==> config.mk <==
export PLATFORM = sky130hd
export DESIGN_NAME = stream_writer
export DESIGN_NICKNAME = d
export VERILOG_FILES = /design/src/rtl/neuron_pkg.sv /design/src/rtl/stream_fifo.sv /design/src/rtl/stream_writer.sv
export SDC_FILE = /design/constraint.sdc
export NUM_CORES = 1
export LEC_CHECK = 0
export BUFFER_PORTS_ARGS = -buffer_cell sky130_fd_sc_hd__buf_2
export CELL_PAD_IN_SITES_DETAIL_PLACEMENT = 0
export CELL_PAD_IN_SITES_GLOBAL_PLACEMENT = 1
export CORE_MARGIN = 2
export CORE_UTILIZATION = 50
export DETAILED_ROUTE_END_ITERATION = 7
export HOLD_SLACK_MARGIN = 0.15
export PLACE_DENSITY = 0.91
export SYNTH_ARGS = -nofsm -noshare
export SYNTH_HDL_FRONTEND = slang
export SYNTH_SLANG_ARGS = --single-unit
==> constraint.sdc <==
create_clock -name CLOCK -period 7.4 [get_ports CLOCK]
set_clock_uncertainty 0.2 [all_clocks]
set_input_delay 1.48 -clock CLOCK [delete_from_list [all_inputs] [get_ports CLOCK]]
set_output_delay 1.48 -clock CLOCK [all_outputs]
set_load 0.05 [all_outputs]
==> src/rtl/neuron_pkg.sv <==
// Shared constants for the neuron pipeline blocks.
// Streamer, NeuronCore and stream_writer all use this state encoding.
package neuron_pkg;

  localparam int DWIDTH_DEF = 32;
  localparam int WORDS_DEF  = 4096;
  localparam int FDEPTH_DEF = 8;

  typedef logic [1:0] wstate_t;

  localparam logic [1:0] S_IDLE = 2'd0;
  localparam logic [1:0] S_RUN  = 2'd1;
  localparam logic [1:0] S_FIN  = 2'd2;

endpackage

==> src/rtl/stream_fifo.sv <==
// Small synchronous FIFO buffering result words ahead of the BRAM port.
// Pointers carry one extra wrap bit to tell full from empty.
module stream_fifo
  import neuron_pkg::*;
#(
  parameter int DWIDTH = DWIDTH_DEF,
  parameter int FDEPTH = FDEPTH_DEF
) (
  input  logic              clk,
  input  logic              rst,
  input  logic              push,
  input  logic              pop,
  input  logic [DWIDTH-1:0] wdata,
  output logic [DWIDTH-1:0] rdata,
  output logic              full,
  output logic              empty
);

  localparam int AW = (FDEPTH > 1) ? $clog2(FDEPTH) : 1;

  logic [DWIDTH-1:0] mem [FDEPTH];
  logic [AW:0]       wptr;
  logic [AW:0]       rptr;
  logic              do_push;
  logic              do_pop;

  assign empty   = (wptr == rptr);
  assign full    = (wptr[AW] != rptr[AW]) &&
                   (wptr[AW-1:0] == rptr[AW-1:0]);
  assign rdata   = mem[rptr[AW-1:0]];
  assign do_push = push && !full;
  assign do_pop  = pop && !empty;

  always_ff @(posedge clk or posedge rst) begin
    if (rst) begin
      wptr <= '0;
      rptr <= '0;
    end else begin
      if (do_push) wptr <= wptr + {{AW{1'b0}}, 1'b1};
      if (do_pop)  rptr <= rptr + {{AW{1'b0}}, 1'b1};
    end
  end

  always_ff @(posedge clk) begin
    if (do_push) mem[wptr[AW-1:0]] <= wdata;
  end

endmodule

==> src/rtl/stream_writer.sv <==
// Streams NeuronCore result words into one DualBRAM write port,
// covering the address range [START, LIMIT) with wrap at WORDS.
module stream_writer
  import neuron_pkg::*;
#(
  parameter  int DWIDTH = DWIDTH_DEF,
  parameter  int WORDS  = WORDS_DEF,
  parameter  int FDEPTH = FDEPTH_DEF,
  localparam int SIZE   = $clog2(WORDS)
) (
  input  logic              CLOCK,
  input  logic              RESET,
  input  logic              EN,
  input  logic [DWIDTH-1:0] START,
  input  logic [DWIDTH-1:0] LIMIT,
  input  logic              VALID,
  input  logic [DWIDTH-1:0] DATAI,
  output logic              READY,
  output logic              WE,
  output logic [SIZE-1:0]   ADDR,
  output logic [DWIDTH-1:0] DATAO,
  output logic              BUSY,
  output logic              DONE,
  output logic              OVERFLOW
);

  wstate_t           state;
  logic [SIZE-1:0]   ptr;
  logic [SIZE-1:0]   ptr_nxt;
  logic [DWIDTH-1:0] total;
  logic [DWIDTH-1:0] accepted;
  logic [DWIDTH-1:0] written;
  logic [DWIDTH-1:0] head;
  logic              run;
  logic              push;
  logic              pop;
  logic              full;
  logic              empty;

  assign run   = (state == S_RUN);
  assign READY = run && !full && (accepted < total);
  assign push  = VALID && READY;
  assign pop   = run && !empty;
  assign BUSY  = run;
  assign DONE  = (state == S_FIN);

  assign ptr_nxt = (ptr == SIZE'(WORDS - 1)) ? '0 : ptr + SIZE'(1);

  stream_fifo #(
    .DWIDTH(DWIDTH),
    .FDEPTH(FDEPTH)
  ) u_fifo (
    .clk  (CLOCK),
    .rst  (RESET),
    .push (push),
    .pop  (pop),
    .wdata(DATAI),
    .rdata(head),
    .full (full),
    .empty(empty)
  );

  always_ff @(posedge CLOCK or posedge RESET) begin
    if (RESET) begin
      state    <= S_IDLE;
      ptr      <= '0;
      total    <= '0;
      accepted <= '0;
      written  <= '0;
      WE       <= 1'b0;
      ADDR     <= '0;
      DATAO    <= '0;
      OVERFLOW <= 1'b0;
    end else begin
      WE <= pop;
      if (pop) begin
        ADDR    <= ptr;
        DATAO   <= head;
        ptr     <= ptr_nxt;
        written <= written + DWIDTH'(1);
      end
      if (push) accepted <= accepted + DWIDTH'(1);
      if (run && VALID && !READY) OVERFLOW <= 1'b1;
      unique case (state)
        S_IDLE: begin
          if (EN) begin
            ptr      <= START[SIZE-1:0];
            total    <= LIMIT - START;
            accepted <= '0;
            written  <= '0;
            OVERFLOW <= 1'b0;
            // An empty or inverted range completes without writes
            state    <= (LIMIT > START) ? S_RUN : S_FIN;
          end
        end
        S_RUN: begin
          if (written == total) state <= S_FIN;
        end
        S_FIN:   state <= S_IDLE;
        default: state <= S_IDLE;
      endcase
    end
  end

endmodule

==> results.md, run 1 <==
* Status: complete, no violations
* Async S/R FF share, synth at 0.390
* Final setup violation count at 0
* Largest fanout on the critical path at 22
* Synth top cells by count: edfxtp_1 (256), dfrtp_1 (164), nor2_1 (122)
* Crit. End Element: output pin
* Hold depth at 2
* Yosys top cell by area: edfxtp_1
* Lkg Pwr at approximately 8.9 nW
* Storage cell area at ~12000 um2
* Min-Delay Endpoint: ADDR[1]
* Multi-input logic area at about 7200 um2
* CTS Buf Count at between 40 and 50
* Worst Min Path Start: ADDR[1]
* Switch share at 0.368
* Post-DP HPWL at about 27 mm
* Gate power share at 0.327
* Crit Path Category: reg -> out
* Synthesized area at between 15000 and 20000 um2
* Die Y-Extent at 201 um
* Critical path arrival at 3.04 ns
* Sequential share of power at 0.395
* Die area at 40500 um2
* Crit path launch type: flip-flop
* Largest net degree at the start of global routing at just under 90
* Min Clock Period, post-route at ~4.7 ns
* Mean area per synthesized cell at roughly 13 um2
* First-pass GRT wire length at between 70 and 80 mm
* Place WS at roughly 3 ns
* Vias per Instance at roughly 5.7
* Fmax achieved at between 200 and 250 MHz
* Max Cap Violations at 0
* Routed WL at about 45 mm
* Clk sinks at 420
* Post-synth EDFFs at 256
* Final setup TNS at 0 ns
* First-pass detailed-route iteration total at 5
* NumNets Final at 1816
* GRT overflow at 0
* IO buf count at about 150
* Sequential area share after synthesis at 0.606
* Most used DFF post-synth: edfxtp_1
* Initial Util at 0.505
* Width of the die at between 200 and 250 um
* Worst R2R Setup Slack at between 3 and 4 ns
* Cell Area, Placed at 20800 um2
* Worst vdd ir at 0.306 mV
* Syn Inst Count at around 1500
* RSZ-0062 raised after global routing: false
* CTS tree: done
* Root Driver: clkbuf_16
* Required @ worst endpoint at 5.72 ns
* Crit Reg-Reg Startpoint: u_fifo.rptr[1]
* RePlAce Congestion at about 0.91
* Top-area cell type share of the netlist area at 0.395
* RR Endpoint: ptr[9]
* Hold/Removal Path Class: reg -> reg
* Post-cts sizing count at 0
* Routed length per instance at 20.2 um
* Cell Int Power at slightly above 0.005 W
* CTS H-tree lvls at 2
* Slew at the pin closest to its max-slew limit at 1.03 ns
* Routed vias at ~12000
* Antenna violations before repair at 3
* Core Rows at 72
* Tot Pwr at about 0.0082 W
* Fraction of layout cells with a size suffix above 1 at 0.200
* Syn_nets at roughly 1700
* Placeable Area at 38600 um2
* Top area cells in the synthesized netlist: edfxtp_1 (39%), dfrtp_1 (21%), mux4_2 (7.4%), ha_1 (4.4%), xnor2_1 (3.4%)
* Most common cell in the netlist: edfxtp_1
* Max transition margin at 0.313
* Drt drc at 0
* Post-route clock period utilization at 0.637
* PD cells at about 370 nW/um2
* Clk slew on worst S/H paths at 0.06 ns
* Vias in the first global route at 12700
* R2R cell count at 10
* P&R area growth vs syn at 14.8%
* Synth Warn # at 0
* Num ports at 149
* CTS max path bufs at 3
* Final core occ at 0.579
* Total track usage at 0.221
* Clock power share at 0.278
* ANT nets after route at 0
* Final Slew Violations at 0
* Post-CTS setup repair buffer count at 0
* CTS Hold Bufs at 0
* P_sw at 0.00301 W
* Fillers at 3073
* #FFs+latches synth at 420
* Final worst setup slack at 2.68 ns
* Count of different cell masters after synthesis at 62
* Fin. Hold Viols at 0
* Skew-Pair Late Insertion Delay at ~0.58 ns
* Final instance area at approximately 22000 um2
* 1st-iter DRT viols at 899
[cells by family (layout without fill, tap and decap cells)]
group                      count (synthesis)  count (layout)  share of synthesized area
DFF                                      420             420                      0.606
and+or+nand+nor                          420             420                      0.104
AOI/OAI and AO/OA                        210             210                     0.0655
buffers and inverters                    142             332                     0.0283
xor gates and xnor gates                 133             133                     0.0598
muxes                                     99              99                     0.0921
adders and majority gates                 69              69                     0.0447
other                                      0               2                          0
[area by class of cell]
class	count	area share
diodes	2	0.000224
clock buffers	59	0.0558
clock inverters	23	0.0122
inverters	84	0.0143
multi-input cells	931	0.321
flip-flops and latches	420	0.528
well taps	518	0.0290
repair buffers	166	0.0392
[worst max path at each step]
stage | from | to | slack (ns)
floorplan | RESET | ADDR[0] | 1.29
global placement | START[0] | state[1] | 3.05
detailed placement | START[0] | state[1] | 2.94
CTS | u_fifo.rptr[1] | READY | 2.65
global route | u_fifo.rptr[1] | READY | 2.51
finish | total[17] | READY | 2.68
[cell usage in the layout, fill, tap and decap left out, types with 7 or more instances in the layout]
cell,instances
inv_1,82
and2_1,9
o21ai_1,8
xor2_1,58
nor3_1,11
xnor2_1,75
ha_1,68
a21o_1,25
and3_1,22
nand2_1,119
buf_2,148
clkbuf_16,44
o21ai_0,52
edfxtp_1,256
a31oi_1,10
dfrtp_1,161
mux4_2,64
a21oi_1,71
nand3_1,42
nor2_1,122
buf_4,18
o22ai_1,8
nor2b_1,9
nor4_2,7
or3_1,9
nand4_1,36
mux2i_1,34
clkbuf_8,9
[per-stage QoR]
step	hold WS, ns	cells
2_1_floorplan	0.262	1493
3_3_place_gp	0.260	2119
3_5_place_dp	0.262	2119
4_1_cts	0.283	2201
5_1_grt	0.309	2203
6_report	0.283	2203
[worst max-delay path: stages (launching register included)]
cell and delay, ns:
dfrtp_1 0.41, inv_1 0.07, ha_1 0.31, a21o_1 0.16, a21o_1 0.17, a21oi_1 0.16
o2111ai_1 0.14, a211o_1 0.31, a21oi_2 0.13, buf_4 0.28, buf_2 0.32
[per-layer routing]
layer / routed length [um] / track usage / up-vias
met5: 13 / 0 / -
met4: 960 / 0.0704 / 2
met3: 2600 / 0.0402 / 72
met2: 22300 / 0.374 / 403
met1: 18600 / 0.293 / 6253
li1: - / - / 5757
[power by group through the flow]
stage                     clock network [W]  logic, W  registers (W)
final                               0.00227   0.00268        0.00323
after global routing                0.00239   0.00290        0.00328
after CTS                           0.00230   0.00270        0.00324
after detailed placement                  0   0.00265        0.00327
after global placement                    0   0.00259        0.00325
after floorplan                           0   0.00165        0.00355
[state kept, by name, summed over array words and instances, names as in the netlist]
name / count
OVERFLOW: 1
ADDR: 12
u_fifo.rptr: 4
ptr: 12
WE: 1
total: 32
state: 2
u_fifo.wptr: 4
DATAO: 32
u_fifo.mem: 256
accepted: 32
written: 32
Note: power is estimated with default switching activity, not from simulation.
==> inputs of run 2 (changes only) <==
clock period = 4.42 ns   (was 7.4 ns; I/O delays follow)
==> results.md, run 2 (synthesized netlist as in run 1, its figures left out) <==
* Largest net degree at the start of global routing at 104 (+17%)
* ANT nets after route at 0 (unchanged)
* Commonest non-fill, non-tap cells in the layout: edfxtp_1 (256), dfrtp_1 (161), buf_2 (148)
* CTS H-tree lvls at 2 (unchanged)
* Max transition margin at 0.303 (-0.00975)
* Max incr delay on CP at 0.43 ns (+0.02 ns)
* Place WS at 0.543 ns (-2.40 ns)
* Total number of cells along the worst setup path at 9 (-1)
* Slowest stage cell, crit path: dfrtp_1
* Crit path launch type: flip-flop
* RR Endpoint: u_fifo.mem[5][10]
* Cell Area, Placed at 20900 um2 (+0.61%)
* Worst vdd ir at 0.611 mV (+100%)
* Crit Reg-Reg Startpoint: total[17]
* R2R cell count at 12 (+2)
* Clk slew on worst S/H paths at 0.06 ns (about the same)
* Clk sinks at 420 (unchanged)
* Core Rows at 72 (unchanged)
* Post-DP HPWL at 29.0 mm (+7.4%)
* First-pass detailed-route iteration total at 7 (+2)
* Hold/Removal Path Class: in -> async
* Routed WL at 46.8 mm (+5.2%)
* Drt drc at 0 (unchanged)
* Final core occ at 0.579 (about the same)
* CP most frequent cell: a21o_1
* Vias in the first global route at 13000 (+1.9%)
* Slew at the pin closest to its max-slew limit at 1.05 ns (+0.0146 ns)
* Fmax achieved at between 200 and 250 MHz
* CTS Buf Count at 43 (-2.3%)
* Sequential share of power at 0.397 (+0.002)
* Final worst setup slack at 0.374 ns (-2.31 ns)
* Crit. End Element: output pin
* Fraction of layout cells with a size suffix above 1 at 0.197 (-0.00356)
* 1st-iter DRT viols at 966 (+7.5%)
* CP top delay family: compound AO/OA/AOI/OAI gates
* First-pass GRT wire length at 73.4 mm (+4.7%)
* CTS max path bufs at 3 (unchanged)
* Max FFs per register at 256 (unchanged)
* Width of the die at 201 um (unchanged)
* Max Cap Violations at 0 (unchanged)
* RePlAce Congestion at 0.894 (-1.3%)
* Placeable Area at 38600 um2 (unchanged)
* Lkg Pwr at 8.95 nW (about the same)
* NumNets Final at 1822 (+0.33%)
* Post-CTS setup repair buffer count at 0 (unchanged)
* Largest fanout on the critical path at 6 (-73%)
* Worst Path Buf+Inv at 2 (-1)
* IO buf count at 148 (unchanged)
* Post-cts sizing count at 0 (unchanged)
* Final instance area at 22300 um2 (about the same)
* Vias per Instance at 5.70 (+0.56%)
* Post-route clock period utilization at 0.915
* Final Slew Violations at 0 (unchanged)
* Num ports at 149 (unchanged)
* CTS Hold Bufs at 0 (unchanged)
* Initial Util at 0.505 (unchanged)
* Cell Chain, Critical Path: inv_1 > ha_1 > a21o_1 > a21o_1 > a21oi_1 > o2111ai_1 > a211o_1 > a21oi_2 > buf_2
* Most common cell after layout, fill and taps aside: edfxtp_1
* Routed length per instance at 21.2 um (+5.0%)
* Fillers at 3125 (+1.7%)
* Cell Int Power at 0.00851 W (+65%)
* Final setup violation count at 0 (unchanged)
* Die area at 40500 um2 (unchanged)
* Status: complete, no violations
* Crit Path Category: reg -> out
* GRT overflow at 0 (unchanged)
* Total track usage at 0.234 (+0.0127)
* Critical path arrival at 2.96 ns (-0.08 ns)
* Die Y-Extent at 201 um (unchanged)
* Gate power share at 0.342 (+0.015)
* P&R area growth vs syn at 14.7% (about the same)
* Switch share at 0.374 (+0.00593)
* Skew-Pair Late Insertion Delay at 0.57 ns (about the same)
* Required @ worst endpoint at 3.34 ns (-2.38 ns)
* RSZ-0062 raised after global routing: false
* Antenna violations before repair at 3 (unchanged)
* Fin. Hold Viols at 0 (unchanged)
* Clock power share at 0.261 (-0.017)
* CTS tree: done
* Min Clock Period, post-route at 4.05 ns
* P_sw at 0.00508 W (+69%)
* Root Driver: clkbuf_16
* PD cells at 609 nW/um2 (+66%)
* Routed vias at 12600 (+0.74%)
* Worst R2R Setup Slack at 0.87 ns (-2.46 ns)
run 2: final cells by class:
cell class                      instances  area, um2  area share
Antenna cell                            1       2.50    0.000112
Clock buffer                           58       1170      0.0525
Clock inverter                         22        213     0.00952
Inverter                               84        319      0.0143
Multi-Input combinational cell        931       7180       0.321
Sequential cell                       420      11800       0.528
Tap cell                              518        648      0.0290
Timing Repair Buffer                  173       1000      0.0449
run 2: worst max-delay path by stage:
| stage | slack, ns | startpoint | endpoint |
|---|---|---|---|
| 2_1_floorplan | -1.35 | total[17] | u_fifo.mem[4][0] |
| 3_3_place_gp | 0.63 | START[0] | state[1] |
| 3_5_place_dp | 0.54 | START[0] | state[1] |
| 4_1_cts | 0.37 | total[17] | READY |
| 5_1_grt | 0.22 | total[17] | READY |
| 6_report | 0.37 | total[17] | READY |
run 2: power groups by stage:
stage / Sequential, W / Combinational [W] / Clock, W
after floorplan: 0.00594 / 0.00276 / 0
after global placement: 0.00541 / 0.00445 / 0
after detailed placement: 0.00545 / 0.00456 / 0
after CTS: 0.00540 / 0.00467 / 0.00360
after global routing: 0.00545 / 0.00504 / 0.00375
final: 0.00539 / 0.00465 / 0.00355
run 2: per-layer routing:
layer  global-route usage  up-vias  part of all wire
li1                     -     5769                 -
met1                0.302     6276              0.40
met2                0.405      449              0.51
met3               0.0411       82             0.064
met4               0.0759        4             0.027
met5                    0        -           0.00058
run 2: stage by stage:
| step | hold slack (ns) | instances | power (W) | setup TNS (ns) |
|---|---|---|---|---|
| finish | 0.215 | 2207 | 0.0136 | 0 |
| global placement | 0.255 | 2126 | 0.00986 | 0 |
| floorplan | 0.262 | 1493 | 0.00870 | -275.00 |
| detailed placement | 0.264 | 2126 | 0.0100 | 0 |
| global route | 0.259 | 2207 | 0.0142 | 0 |
| CTS | 0.212 | 2206 | 0.0137 | 0 |
